**config.mk**
```make
export PLATFORM = sky130hd
export DESIGN_NAME = inv_mix_col_ctrl
export DESIGN_NICKNAME = d
export VERILOG_FILES = /design/src/rtl/aes_pkg.sv /design/src/rtl/inv_mix_col_column.sv /design/src/rtl/inv_mix_col_ctrl.sv
export SDC_FILE = /design/constraint.sdc
export NUM_CORES = 1
export LEC_CHECK = 0
export CORE_ASPECT_RATIO = 1.4
export CORE_MARGIN = 8
export CORE_UTILIZATION = 40
export DETAILED_ROUTE_END_ITERATION = 12
export PLACE_DENSITY = 0.78
export SYNTH_ARGS = -nofsm -noshare
export SYNTH_HDL_FRONTEND = slang
export SYNTH_SLANG_ARGS = --single-unit
```
**constraint.sdc**
```tcl
create_clock -name clk -period 3.8 [get_ports clk]
set_clock_uncertainty 0.2 [all_clocks]
set_input_delay 0.57 -clock clk [delete_from_list [all_inputs] [get_ports clk]]
set_output_delay 0.57 -clock clk [all_outputs]
set_load 0.02 [all_outputs]
```
**src/rtl/aes_pkg.sv**
```systemverilog
// Shared AES types, constants and GF(2^8) multiply-by-2/4/8 units
// used by the inverse MixColumns sequencer and its column datapath.
package aes_pkg;

  typedef logic [127:0]    state_t;
  typedef logic [3:0][7:0] column_t;

  typedef enum logic [1:0] {IDLE, BUSY, DONE} ctrl_state_t;

  localparam int         NUM_COLS = 4;
  localparam logic [7:0] GF_POLY  = 8'h1B;

  // xtime: multiply by x modulo x^8+x^4+x^3+x+1
  function automatic logic [7:0] multiply2(input logic [7:0] b);
    return {b[6:0], 1'b0} ^ (b[7] ? GF_POLY : 8'h00);
  endfunction

  function automatic logic [7:0] multiply4(input logic [7:0] b);
    return multiply2(multiply2(b));
  endfunction

  function automatic logic [7:0] multiply8(input logic [7:0] b);
    return multiply2(multiply4(b));
  endfunction

endpackage

```
**src/rtl/inv_mix_col_column.sv**
```systemverilog
// Combinational single-column (inverse) MixColumns unit.
// Optional MIXCOL_FWD_EN adds a forward-matrix result selected by fwd.
module inv_mix_col_column
  import aes_pkg::*;
(
`ifdef MIXCOL_FWD_EN
  input  logic    fwd,
`endif
  input  column_t col_in,
  output column_t col_out
);

  // a[0] is the top byte of the column (byte 4c), a[3] the bottom one
  logic [7:0] a   [4];
  logic [7:0] x2  [4];
  logic [7:0] x4  [4];
  logic [7:0] x8  [4];
  logic [7:0] m0e [4];
  logic [7:0] m0b [4];
  logic [7:0] m0d [4];
  logic [7:0] m09 [4];
  logic [7:0] inv [4];
`ifdef MIXCOL_FWD_EN
  logic [7:0] fwdr[4];
`endif

  always_comb begin
    for (int i = 0; i < 4; i++) begin
      a[i]   = col_in[3-i];
      x2[i]  = multiply2(a[i]);
      x4[i]  = multiply4(a[i]);
      x8[i]  = multiply8(a[i]);
      m0e[i] = x8[i] ^ x4[i] ^ x2[i];
      m0b[i] = x8[i] ^ x2[i] ^ a[i];
      m0d[i] = x8[i] ^ x4[i] ^ a[i];
      m09[i] = x8[i] ^ a[i];
    end
    // Each output row is the coefficient row {0e 0b 0d 09} rotated right by its index
    for (int i = 0; i < 4; i++) begin
      inv[i] = m0e[i] ^ m0b[(i+1)%4] ^ m0d[(i+2)%4] ^ m09[(i+3)%4];
    end
`ifdef MIXCOL_FWD_EN
    for (int i = 0; i < 4; i++) begin
      fwdr[i] = x2[i] ^ x2[(i+1)%4] ^ a[(i+1)%4] ^ a[(i+2)%4] ^ a[(i+3)%4];
    end
`endif
    col_out = '0;
    for (int i = 0; i < 4; i++) begin
`ifdef MIXCOL_FWD_EN
      col_out[3-i] = fwd ? fwdr[i] : inv[i];
`else
      col_out[3-i] = inv[i];
`endif
    end
  end

endmodule

```
**src/rtl/inv_mix_col_ctrl.sv**
```systemverilog
// Inverse MixColumns sequencer: one 128-bit state in, COLS_PER_CYCLE columns
// transformed per BUSY cycle, result out. MIXCOL_FWD_EN adds a fwd mode input.
module inv_mix_col_ctrl
  import aes_pkg::*;
#(
  parameter int COLS_PER_CYCLE = 1
) (
  input  logic         clk,
  input  logic         n_rst,
  input  logic         clear,
  input  logic         in_valid,
  output logic         in_ready,
  input  logic [127:0] in_data,
`ifdef MIXCOL_FWD_EN
  input  logic         fwd,
`endif
  output logic         out_valid,
  input  logic         out_ready,
  output logic [127:0] out_data,
  output logic         busy
);

  generate
    if (COLS_PER_CYCLE != 1 && COLS_PER_CYCLE != 2 && COLS_PER_CYCLE != 4) begin : g_bad_cpc
      $error("inv_mix_col_ctrl: COLS_PER_CYCLE must be 1, 2 or 4");
    end
  endgenerate

  localparam int LAST_COL = NUM_COLS - COLS_PER_CYCLE;

  ctrl_state_t state, state_nxt;
  logic [1:0]  col;
  state_t      work, work_nxt;
  logic        last_col;
  column_t     col_in  [COLS_PER_CYCLE];
  column_t     col_out [COLS_PER_CYCLE];
`ifdef MIXCOL_FWD_EN
  logic        fwd_q;
`endif

  assign last_col = (col == 2'(LAST_COL));

  always_ff @(posedge clk or negedge n_rst) begin
    if (!n_rst) state <= IDLE;
    else        state <= state_nxt;
  end

  always_comb begin
    state_nxt = state;
    if (clear) begin
      state_nxt = IDLE;
    end else begin
      case (state)
        IDLE:    if (in_valid)  state_nxt = BUSY;
        BUSY:    if (last_col)  state_nxt = DONE;
        DONE:    if (out_ready) state_nxt = IDLE;
        default: state_nxt = IDLE;
      endcase
    end
  end

  always_comb begin
    in_ready  = (state == IDLE);
    out_valid = (state == DONE);
    busy      = (state != IDLE);
    out_data  = (state == DONE) ? work : '0;
  end

  // Column slots: slot g works on column col+g; col is always a multiple of COLS_PER_CYCLE
  for (genvar g = 0; g < COLS_PER_CYCLE; g++) begin : g_col
    assign col_in[g] = work[127-32*(int'(col)+g) -: 32];
    inv_mix_col_column u_col (
`ifdef MIXCOL_FWD_EN
      .fwd     (fwd_q),
`endif
      .col_in  (col_in[g]),
      .col_out (col_out[g])
    );
  end

  always_comb begin
    work_nxt = work;
    for (int g = 0; g < COLS_PER_CYCLE; g++) begin
      work_nxt[127-32*(int'(col)+g) -: 32] = col_out[g];
    end
  end

  always_ff @(posedge clk or negedge n_rst) begin
    if (!n_rst) begin
      work  <= '0;
      col   <= '0;
`ifdef MIXCOL_FWD_EN
      fwd_q <= 1'b0;
`endif
    end else if (clear) begin
      col   <= '0;
    end else begin
      case (state)
        IDLE: if (in_valid) begin
          work  <= in_data;
          col   <= '0;
`ifdef MIXCOL_FWD_EN
          fwd_q <= fwd;
`endif
        end
        BUSY: begin
          work <= work_nxt;
          col  <= last_col ? 2'd0 : col + 2'(COLS_PER_CYCLE);
        end
        default: ;
      endcase
    end
  end

endmodule

```
==> reports/results.txt <==
Global Route Usage Sum - 0.265
DIE AREA - 0.0301 mm^2
Final Wtd Congestion - 1.02
Top cell type's share of synthesized area - 0.334
Final Hold Fails - 2
First-pass GRT wire length - 59,600 um
Final Cell Area - 0.0138 mm^2
Worst-skew pair later-pin latency - 0.45 ns
FP Rows - 68
CTS buffer count - 17
Reg-to-reg setup timing slack - 0.23 ns
Clk root buf - clkbuf_16
CTS Sinks - 132
DP Area - 0.0131 mm^2
Num ports - 264
WL/cell - 25.1 um
Hold-fix buffers, CTS - 0
Iter 0 DRT Violations - 927
Min Clock Period, post-route - 3.57 ns
PortBufs - 263
DR vias/cell - 5.84
Critical path data arrival time - 3.67 ns
DR pass1 iterations - 5
Asr flop ratio synth - 1.00
Maxcap violations - 0
Area contributors post-synth - dfrtp_1 33%, xnor2_1 9.6%, and2_1 8.1%
Critical path peak fanout - 25
Slowest stage delay, CP - 0.60 ns
Kind of end point of the critical path - register
CP required - 3.91 ns
Cell at the slowest stage of the critical path - dfrtp_2
Period utilization - 0.939
Outcome - finished, violations left
Core area - 0.0245 mm^2
Setup crit start kind - register
Setup violators final - 0
Total Neg Setup Slack - 0 ns
Filler cell count - 2,118
Synth Cell Area - 0.00988 mm^2
FMAX - 280 MHz
Slew Limit Fails - 0
Largest area contributor in the netlist - dfrtp_1
Total wire length - 39,900 um
Area Overhead vs Synth - 39.6%
Syn_nets - 1,135
Drt drc - 0
CTS tree - built
RSZ-0062 raised after global routing - false
Least-Margin Pin Slew - 0.908 ns
Worst path most repeated cell - xnor2_1
Number of buffers added for setup after CTS - 0
Kind of critical path - register to register
Synthesized area per cell - 9.90 um^2
Share of cells above drive strength 1 - 0.118
Fin nets - 1,394
Starting Density - 0.403
Primary FF master, synth - dfrtp_1
Die width - 149 um
Worst path cell trace - buf_12 -> mux4_2 -> xor2_2 -> xnor3_1 -> xnor2_1 -> xnor2_1 -> buf_4 -> a2bb2oi_1 -> a21oi_1
Largest net degree at the start of global routing - 131
Yosys warning total - 0
Flops & latches, synth - 132
Hold Slack - -0.00909 ns
Clock-pin slew on the worst setup and hold paths - 0.06 ns
Clock tree buffer depth - 2
Vias in the first global route - 9,627
Number of antenna violations at the first check in global routing - 3
Global route overflow - 0
Die height - 202 um
Violated checks - negative hold slack
# H-tree levels - 4
Via count - 9,262
Post-CTS Resized - 0
Post-synthesis sequential area ratio - 0.334
Syn Inst Count - 998
Routed Antenna Nets - 0
Slew HR - 0.394
Dpl hpwl - 30,100 um
EDFF count, synth - 0
Count of unique library cells instantiated by Yosys - 33
Hold Path Class - input pin to async pin
## synthesized netlist by cell type (3+ instances only)
cell type  instances
xor3_1             3
inv_1              4
and2_1           128
nor2_1           131
buf_6              3
clkbuf_1          65
a22oi_1           89
mux4_2            32
buf_2              8
xnor2_1          108
nand2_1            6
xor2_1            40
xnor2_2            7
xnor3_1           31
a2bb2oi_1         40
ha_1               4
dfrtp_1          132
buf_4              8
xor2_2             4
a21oi_1          134
## worst paths after layout
path | startpoint | to | cells after the start
setup / recovery | col[1] | work[84] | 9
hold / removal | n_rst | work[79] | 1
setup reg to reg | col[1] | work[84] | 9
hold reg to reg | work[31] | work[31] | 2
max in group asynchronous | n_rst | work[0] | 2
min in group clk | work[31] | work[31] | 2
## critical path: cells and delay by family, from the launching register on
family / cells / cell delay, ns
xor+xnor: 4 / 1.44
flops: 1 / 0.60
mux: 1 / 0.49
buf+inv: 2 / 0.43
compound gates: 2 / 0.26
## layout make-up
type	count	area, um^2	area share
multi-input combinational	777	6250	0.453
sequential	132	3310	0.240
clock inverter	14	225	0.0163
timing repair buffer	325	3170	0.230
inverter	4	15.0	0.00109
antenna	2	5.00	0.000363
clock buffer	18	429	0.0311
tap	315	394	0.0286
## cell families (layout without fill, tap and decap cells)
logic type                 count (synthesis)  count (layout)  share of synthesized area
AOI/OAI and AO/OA                        265             265                      0.172
and+or+nand+nor                          281             281                      0.143
buffers and inverters                     89             361                     0.0401
muxes                                     32              32                     0.0729
other                                      0               2                          0
xor gates and xnor gates                 195             195                      0.233
adders and majority gates                  4               4                    0.00506
DFF                                      132             132                      0.334
## registers in the layout, indices dropped and copies added (netlist names)
name and cells:
state 2, col 2, work 128
## per-layer routing
layer | global-route usage | up-vias | share of wire
met5 | 0 | - | 0.00028
met4 | 0.150 | 2 | 0.051
met3 | 0.0526 | 126 | 0.069
met2 | 0.452 | 533 | 0.52
met1 | 0.303 | 4586 | 0.36
li1 | - | 4015 | -
## metrics by stage
step,utilization,instances,setup WS (ns)
6_report,0.563,1587,0.232
3_5_place_dp,0.536,1553,0.233
4_1_cts,0.563,1585,0.196
5_1_grt,0.563,1587,0.0582
3_3_place_gp,0.536,1553,0.240
2_1_floorplan,-,998,0.487
## cells in the final DEF, fill, tap and decap left out, types with 3 or more instances in the layout
cell | synthesis | routed
clkdlybuf4s50_1 | 0 | 262
nor2_1 | 131 | 131
a21oi_1 | 134 | 130
dfrtp_1 | 132 | 130
and2_1 | 128 | 128
xnor2_1 | 108 | 108
a22oi_1 | 89 | 89
buf_4 | 8 | 56
xor2_1 | 40 | 40
a2bb2oi_1 | 40 | 40
mux4_2 | 32 | 32
xnor3_1 | 31 | 31
clkbuf_16 | 0 | 17
xnor2_2 | 7 | 7
nand2_1 | 6 | 6
buf_12 | 0 | 6
bufinv_16 | 0 | 5
inv_1 | 4 | 4
a21oi_4 | 0 | 4
xor2_2 | 4 | 4
ha_1 | 4 | 4
xor3_1 | 3 | 3
clkinvlp_4 | 0 | 3
clkinv_4 | 0 | 3
inv_6 | 0 | 3
Power is left out: the tool's default activity adds up to more than one toggle a clock period on the data nets, which glitch-free logic cannot reach.
